`src/rtl/uart_pkg.sv`:
```
`default_nettype none
// ============================================================================
// Module      : uart_pkg
// Description : Shared UART constants and the byte type used by the receiver,
//               the receive FIFO and the APB register block.
// Revision    : 1.0 - initial release
// ============================================================================
package uart_pkg;

    localparam int UART_DATA_W       = 8;
    localparam int UART_RXFIFO_DEPTH = 16;

    typedef logic [UART_DATA_W-1:0] uart_byte_t;

endpackage : uart_pkg
`default_nettype wire

```
`src/rtl/uart_fifo_mem.sv`:
```
`default_nettype none
// ============================================================================
// Module      : uart_fifo_mem
// Description : DEPTH x DATA_W storage array, synchronous write port and
//               asynchronous read port. Contents are deliberately not reset.
// Revision    : 1.0 - initial release
// ============================================================================
module uart_fifo_mem
    import uart_pkg::*;
#(
    parameter int DATA_W = UART_DATA_W,
    parameter int DEPTH  = UART_RXFIFO_DEPTH,
    parameter int ADDR_W = $clog2(DEPTH)
) (
    input  logic              clk,
    input  logic              we,
    input  logic [ADDR_W-1:0] waddr,
    input  logic [DATA_W-1:0] wdata,
    input  logic [ADDR_W-1:0] raddr,
    output logic [DATA_W-1:0] rdata
);

    logic [DATA_W-1:0] r_mem [DEPTH];

    // Write one entry on an accepted push; no reset so it maps to plain RAM/flops.
    always_ff @(posedge clk) begin
        if (we) begin
            r_mem[waddr] <= wdata;
        end
    end

    // Read is combinational so the head byte falls through without a bubble.
    assign rdata = r_mem[raddr];

endmodule : uart_fifo_mem
`default_nettype wire

```
`src/rtl/uart_rx_fifo.sv`:
```
`default_nettype none
// ============================================================================
// Module      : uart_rx_fifo
// Description : Receive-byte FIFO between the UART receiver and the register
//               block. First-word-fall-through head, occupancy count and a
//               sticky overrun flag. Optional registered threshold flag is
//               enabled by defining UART_RXFIFO_THRESH_EN.
// Revision    : 1.0 - initial release
// ============================================================================
module uart_rx_fifo
    import uart_pkg::*;
#(
    parameter int DATA_W = UART_DATA_W,
    parameter int DEPTH  = UART_RXFIFO_DEPTH,
    parameter int ADDR_W = $clog2(DEPTH)
`ifdef UART_RXFIFO_THRESH_EN
    ,
    parameter int THRESH = DEPTH / 2
`endif
) (
    input  logic              pClk,
    input  logic              pReset,
    input  logic              rx_done,
    input  logic [DATA_W-1:0] rx_data,
    input  logic              pop,
    input  logic              flush,
    input  logic              clr_ovr,
    output logic [DATA_W-1:0] rd_data,
    output logic              empty,
    output logic              full,
    output logic [ADDR_W:0]   count,
    output logic              overrun
`ifdef UART_RXFIFO_THRESH_EN
    ,
    output logic              rx_thresh
`endif
);

    localparam logic [ADDR_W:0]   C_FULL_COUNT = (ADDR_W + 1)'(DEPTH);
    localparam logic [ADDR_W:0]   C_CNT_ONE    = (ADDR_W + 1)'(1);
    localparam logic [ADDR_W-1:0] C_PTR_ONE    = ADDR_W'(1);

    logic [ADDR_W-1:0] r_wr_ptr;
    logic [ADDR_W-1:0] r_rd_ptr;
    logic [ADDR_W:0]   r_count;
    logic              r_overrun;
    logic [ADDR_W:0]   w_count_next;
    logic              w_empty;
    logic              w_full;
    logic              w_push_ok;
    logic              w_pop_ok;
    logic              w_ovr_set;
    logic              w_mem_we;
    logic [DATA_W-1:0] w_mem_rdata;

    // Flags come from the count only; equal pointers are ambiguous.
    assign w_empty   = (r_count == '0);
    assign w_full    = (r_count == C_FULL_COUNT);

    // A full FIFO still accepts a byte when the head leaves in the same cycle.
    assign w_pop_ok  = pop && !w_empty;
    assign w_push_ok = rx_done && (!w_full || pop);
    assign w_ovr_set = rx_done && w_full && !pop;
    assign w_mem_we  = w_push_ok && !flush;

    // Next occupancy: flush wins, otherwise a simultaneous push and pop cancel.
    always_comb begin
        w_count_next = r_count;
        if (flush) begin
            w_count_next = '0;
        end else if (w_push_ok && !w_pop_ok) begin
            w_count_next = r_count + C_CNT_ONE;
        end else if (w_pop_ok && !w_push_ok) begin
            w_count_next = r_count - C_CNT_ONE;
        end
    end

    // Pointer, count and sticky overrun state.
    always_ff @(posedge pClk) begin
        if (pReset) begin
            r_wr_ptr  <= '0;
            r_rd_ptr  <= '0;
            r_count   <= '0;
            r_overrun <= 1'b0;
        end else begin
            if (flush) begin
                r_wr_ptr <= '0;
                r_rd_ptr <= '0;
            end else begin
                if (w_push_ok) begin
                    r_wr_ptr <= r_wr_ptr + C_PTR_ONE;
                end
                if (w_pop_ok) begin
                    r_rd_ptr <= r_rd_ptr + C_PTR_ONE;
                end
            end
            r_count <= w_count_next;
            // Set beats clear so a drop in the clearing cycle is not lost.
            if (w_ovr_set) begin
                r_overrun <= 1'b1;
            end else if (clr_ovr) begin
                r_overrun <= 1'b0;
            end
        end
    end

    uart_fifo_mem #(
        .DATA_W (DATA_W),
        .DEPTH  (DEPTH),
        .ADDR_W (ADDR_W)
    ) u_mem (
        .clk   (pClk),
        .we    (w_mem_we),
        .waddr (r_wr_ptr),
        .wdata (rx_data),
        .raddr (r_rd_ptr),
        .rdata (w_mem_rdata)
    );

    assign rd_data = w_empty ? '0 : w_mem_rdata;
    assign empty   = w_empty;
    assign full    = w_full;
    assign count   = r_count;
    assign overrun = r_overrun;

`ifdef UART_RXFIFO_THRESH_EN
    localparam logic [ADDR_W:0] C_THRESH = (ADDR_W + 1)'(THRESH);

    logic r_rx_thresh;

    // Threshold tracks the post-edge occupancy so it aligns with count.
    always_ff @(posedge pClk) begin
        if (pReset) begin
            r_rx_thresh <= 1'b0;
        end else begin
            r_rx_thresh <= (w_count_next >= C_THRESH);
        end
    end

    assign rx_thresh = r_rx_thresh;
`endif

endmodule : uart_rx_fifo
`default_nettype wire
```
`config.mk`:
```
export PLATFORM = sky130hd
export DESIGN_NAME = uart_rx_fifo
export DESIGN_NICKNAME = d
export VERILOG_FILES = /design/src/rtl/uart_pkg.sv /design/src/rtl/uart_fifo_mem.sv /design/src/rtl/uart_rx_fifo.sv
export SDC_FILE = /design/constraint.sdc
export NUM_CORES = 1
export LEC_CHECK = 0
export ABC_CLOCK_PERIOD_IN_PS = 3500
export CAP_MARGIN = 25
export CELL_PAD_IN_SITES_DETAIL_PLACEMENT = 2
export CELL_PAD_IN_SITES_GLOBAL_PLACEMENT = 2
export CORE_AREA = 4 4 125 127
export DETAILED_ROUTE_END_ITERATION = 7
export DIE_AREA = 0 0 129 131
export PLACE_DENSITY = 0.67
export SYNTH_ARGS = -nofsm -noshare
export SYNTH_HDL_FRONTEND = slang
export SYNTH_SLANG_ARGS = --single-unit
```
`constraint.sdc`:
```
create_clock -name pClk -period 3.5 [get_ports pClk]
set_clock_uncertainty 0.2 [all_clocks]
set_input_delay 1.05 -clock pClk [delete_from_list [all_inputs] [get_ports pClk]]
set_output_delay 1.05 -clock pClk [all_outputs]
set_load 0.005 [all_outputs]
```
======== Yosys cells after proc, flatten, opt, wreduce, memory -nomap -nowiden ========
Memory sizes are Yosys's and may differ from the RTL's. A register that Yosys moved wholly into a read port is not among the register bits.
Index checks and enable logic that the tools add are counted.
word-level totals
  register bits ........................... 14
  memory bits (writable) .................. 128
  bits of input ports ..................... 14
  output and inout bits ................... 16
  word-level logic and storage cells ...... 37
  memories kept ........................... 1
memory list
  memory       depth  bits a word  rd ports  clocked after Yosys merged registers in  wr ports  RTL line             RTL
  u_mem.r_mem  16     8            1         1                                        1         uart_fifo_mem.sv:23  logic [DATA_W-1:0] r_mem [DEPTH];
cells by class
  add/subtract/negate cells ............... 4
  equality and inequality tests ........... 1
  muxes and demuxes ....................... 9
  reduce and logical (&&, ||, !) cells .... 18
operator list
  operator                                                            count
  5-bit two-way mux                                                   2
  4-bit by 1-bit adder with 4-bit output, second input constant       2
  4-bit two-way mux                                                   2
  8-bit two-way mux                                                   1
  1-bit logical AND                                                   7
  1-bit zero test                                                     6
  5-bit by 1-bit adder with 5-bit output, second input constant       1
  5-bit == test, second input constant                                1
  5-bit zero test                                                     1
  5-bit by 1-bit subtractor with 5-bit output, second input constant  1
  1-bit two-way mux                                                   4
  2-bit nonzero test                                                  2
  2-bit OR reduction                                                  1
  1-bit logical OR                                                    1

======== Longest topological paths before layout ========
Gate-level depths: netlist (run 1).
  depth in word-level cells ............... 8
  mapped depth ............................ 11
  depth with buffers taken out ............ 9

======== Hierarchy ========
Synthesis (run 1) repeated with hierarchy kept, for this count alone.
second synthesis, totals
  cells, all modules ...................... 312
  area, all modules ....................... 5804.3 um2
modules (own cells, without submodules)
  module         instances  cells an instance  area an instance (um2)  sequential area each (um2)
  uart_fifo_mem  1          221                4987.3                  3843.7
  uart_rx_fifo   1          91                 817.0                   280.3

======== Least setup slack after synthesis (run 1) ========
OpenSTA, ideal clock, no wires.
  path type ............................... input-to-reg
  from .................................... input port pop
  to ...................................... register r_count[3] (netlist: count[3])
  setup time .............................. 0.122 ns
  data arrival time ....................... 2.712 ns
  data required time ...................... 3.178 ns
  slack ................................... 0.466 ns
  stages .................................. 9
  cell sequence ........................... o31a_1 > buf_6 > ha_1 > inv_1 > ha_1 > a21o_1 > a21oi_1 > nor4_1 > a311o_1
between the ends
  longest elaborated chain between the ends .. 5
RTL lines
  what                                 RTL line            RTL
  start: declaration                   uart_rx_fifo.sv:25  input logic pop,
  1-bit logical OR *                   uart_rx_fifo.sv:62  assign w_push_ok = rx_done && (!w_full || pop);
  1-bit logical AND *                  uart_rx_fifo.sv:62
  via w_push_ok                        uart_rx_fifo.sv:50  logic w_push_ok;
  1-bit zero test                      uart_rx_fifo.sv:73  end else if (w_pop_ok && !w_push_ok) begin
  1-bit logical AND                    uart_rx_fifo.sv:73
  2-bit nonzero test (no source line)  -
  end signal: assignment               uart_rx_fifo.sv:97  r_count <= w_count_next;
  end: declaration                     uart_rx_fifo.sv:45  logic [ADDR_W:0] r_count;
The timed path passes the listed nets; every way through them passes the cells marked *.
A chain may end at the register's enable or synchronous reset.

==> results of run 1 <==
[worst max-delay path: stages (launching register included)]
cell and delay, ns:
dfxtp_4 0.38, buf_12 0.15, mux4_2 0.49, nor2b_1 0.16, a211oi_2 0.28, a211oi_2 0.11, clkbuf_2 0.17
[power by group through the flow]
stage / logic [W] / registers [W] / clock network, W
final: 0.000549 / 0.00194 / 0.00195
after global routing: 0.000595 / 0.00194 / 0.00206
after CTS: 0.000505 / 0.00194 / 0.00198
after detailed placement: 0.000480 / 0.00197 / 0
after global placement: 0.000465 / 0.00197 / 0
after floorplan: 0.000255 / 0.00197 / 0
[cells by family (layout without fill, tap and decap cells)]
group           after synthesis  after routing
compound gates               31             31
simple gates                 62             62
xor+xnor                      7              7
buf+inv                      23            104
flops                       146            146
mux                          43             43
fa+ha+maj                    10             10
[state kept, by name, indices dropped and copies added (netlist names), named ones only]
register,flops
u_mem.r_mem,128
count,5
r_rd_ptr,4
r_wr_ptr,4
overrun,1
[cells in the final DEF, fill, tap and decap left out, drive strengths merged, types with 2 or more instances in the layout]
| cell | synthesis | routed |
|---|---|---|
| edfxtp | 128 | 128 |
| buf | 12 | 40 |
| nor2 | 36 | 36 |
| mux4 | 32 | 32 |
| clkbuf | 6 | 22 |
| clkdlybuf4s50 | 0 | 21 |
| dfxtp | 18 | 18 |
| a211oi | 17 | 17 |
| mux2i | 10 | 10 |
| nor2b | 9 | 9 |
| ha | 9 | 9 |
| clkinv | 0 | 6 |
| inv | 5 | 5 |
| xor2 | 5 | 5 |
| bufinv | 0 | 5 |
| nand2 | 4 | 4 |
| a21oi | 4 | 4 |
| nand3 | 3 | 3 |
| or3 | 2 | 2 |
| xnor2 | 2 | 2 |
| o211ai | 2 | 2 |
| clkinvlp | 0 | 2 |
| clkdlybuf4s15 | 0 | 2 |
[per-layer routing]
metal,GRT usage,vias to the layer above,wire [um]
met1,0.236,1718,6180
li1,-,1416,-
met4,0.0574,0,175
met5,0,-,0
met2,0.344,72,8230
met3,0.0394,12,579
[timing repair]
| item | 4_1_cts | 5_1_grt |
|---|---|---|
| setup endpoints to repair | 9 | 10 |
| gates cloned | 1 | 0 |
| pin swaps | 4 | 2 |
| buffers inserted | 6 | 7 |
| gates resized for setup | 34 | 15 |
[final cells by class]
cell class | instances | area [sq um] | area share
well taps | 184 | 230 | 0.0313
repair buffers | 67 | 627 | 0.0851
clock inverters | 13 | 190 | 0.0258
flip-flops and latches | 146 | 4210 | 0.572
inverters | 5 | 18.8 | 0.00255
clock buffers | 19 | 433 | 0.0588
multi-input cells | 153 | 1650 | 0.224
[through the flow]
step	hold slack [ns]	total power (W)	setup TNS (ns)	setup slack, ns
2_1_floorplan	0.285	0.00222	0	0.466
3_3_place_gp	0.305	0.00244	0	0.0691
3_5_place_dp	0.358	0.00245	-0.00958	-0.00958
4_1_cts	0.376	0.00442	-0.0713	-0.0303
5_1_grt	0.400	0.00459	-0.0253	-0.0244
6_report	0.366	0.00444	0	0.0860
[how the worst max path moves through the flow]
stage / from / to / slack, ns / cells past startpoint
2_1_floorplan: pop / count[3] / 0.47 / 9
3_3_place_gp: pop / count[3] / 0.07 / 9
5_1_grt: register / rd_data[0] / -0.02 / 6
6_report: register / rd_data[0] / 0.09 / 6
3_5_place_dp: pop / count[3] / -0.01 / 9
4_1_cts: register / rd_data[0] / -0.03 / 5
==> reports/qor.csv, run 1 <==
stage,metric,value,unit
worst_hold_path,hold_depth,2,
worst_setup_path,worstSetupPathType,register to output port,
yosys,synth_xor_area_frac,0.0104,
die,start_util,0.408,
worst_hold_path,worstHoldPathType,register to register,
yosys,ys.flop_type,edfxtp_1,
timing,tightest_slew,0.948,ns
global_route,antenna_found_initial,0,
power,pwr-share-comb,0.124,
clock_network,numCtsBuffers,17,
yosys,synthTopCellsByCount,"edfxtp_1, nor2_1, mux4_2, dfxtp_1, a211oi_1",
yosys,synth-seq-cells,146,
routing,vias,3218,
final_layout,layout-drive-gt1-share,0.313,
timing,fin_crit_sh,0.975,
routing,first_pass_iters,4,
run,drv_cap,0,
die,die_area,16900,sq um
final_layout,finalInstanceArea,7360,sq um
worst_setup_path,rrSetupSlack,0.42,ns
routing,ant_nets,0,
yosys,yosysMostFrequentCell,edfxtp_1,
routing,routed_wl,15200,um
clock_network,clkSlewWorstSetupHoldPaths,0.06,ns
final_layout,fin_util,0.510,
global_route,grt_pass1_wl,23000,um
yosys,avgSynthCellArea,18.3,sq um
yosys,netlist_instances,322,
yosys,synth_top_area_frac,0.652,
run_status,outcome,finished clean,
yosys,synth_edf_count,128,
worst_setup_path,rr_startpoint,count[1],
timing,report.final.hold_viol_count,0,
global_route,first_global_vias,3588,
clock_network,cts-root-buf,clkbuf_16,
power,swShare,0.225,
yosys,synth_fp_nets,346,
die,coreArea,14400,sq um
routing,viasPerCell,5.48,
yosys,synth_compound_area_frac,0.0423,
power,pwr-share-clk,0.440,
worst_setup_path,crit_fanout,9,
timing,fmax,293,MHz
die,dieHeight,131,um
yosys,yosys.area_share.adder,0.0225,
worst_setup_path,required,2.25,ns
worst_setup_path,r2r_cells,10,
global_route,grt_usage,0.192,
final_layout,fill_cells,1308,
clock_network,cts_hold_buf,0,
worst_hold_path,min_to,r_rd_ptr[0],
routing,drc,0,
power,p_int,0.00344,W
place,numPortBuffers,29,
yosys,synth_area,5890,sq um
yosys,synth_area_leaders,"edfxtp_1, mux4_2, dfxtp_1",
power,p_leak,2.42,nW
worst_setup_path,endpoint_kind,output port,
yosys,yosys-mux-area-fraction,0.141,
timing,final.min_clock_period,3.41,ns
final_layout,area_delta_synth_final,25.0,%
power,switchingPower,0.000997,W
die,die_w,129,um
yosys,synth_top_family_by_area,multiplexers,
yosys,synth_top_cell_by_area,edfxtp_1,
global_route,grt_start_max_net_pins,25,
die,num_rows,44,
timing,drv_slew,0,
worst_setup_path,worstReg2RegEnd,count[3],
yosys,yosysWarnings,0,
clock_network,cts_tree,built,
clock_network,htreeDepth,4,
final_layout,diodes,0,
clock_network,clkSinkCount,146,
timing,relSlewSlack,0.366,
routing,wl_per_cell,25.8,um
place,gp_congestion,0.745,
power,irDropWorstVdd,0.341,mV
global_route,grt_overflow,0,
routing,dr.first_iter.drc_count,284,
place,hpwl,9720,um
worst_hold_path,min_from,r_rd_ptr[0],
yosys,synth_simple_gate_area_frac,0.0508,
power,p_seq_frac,0.437,
yosys,async_flop_share,0,
yosys,ys_types,40,
timing,rsz0062_at_grt,yes,
place,place_inst,541,
die,io_pins,30,
clock_network,clockBufferDepth,2,
worst_setup_path,worstSetupStartpointType,register,
final_layout,nNetsFinal,414,
power,pwr_density_cell,603,nW/um^2
clock_network,worstSkewPairLatency,0.41,ns
place,post_dp_cell_area,6540,sq um
yosys,ys_seq_area_frac,0.714,
final_layout,stdcell_count,587,
worst_setup_path,cp.arrival,2.16,ns
timing,setup_viol,0,
(Power assumes the default switching activity.)
==> run 2, diff against run 1 <==
- CTS_CLUSTER_SIZE: unset -> 14
- SLEW_MARGIN: unset -> 20
==> results of run 2 <==
No change in the layout: final DEF, timing and power equal those of run 1.
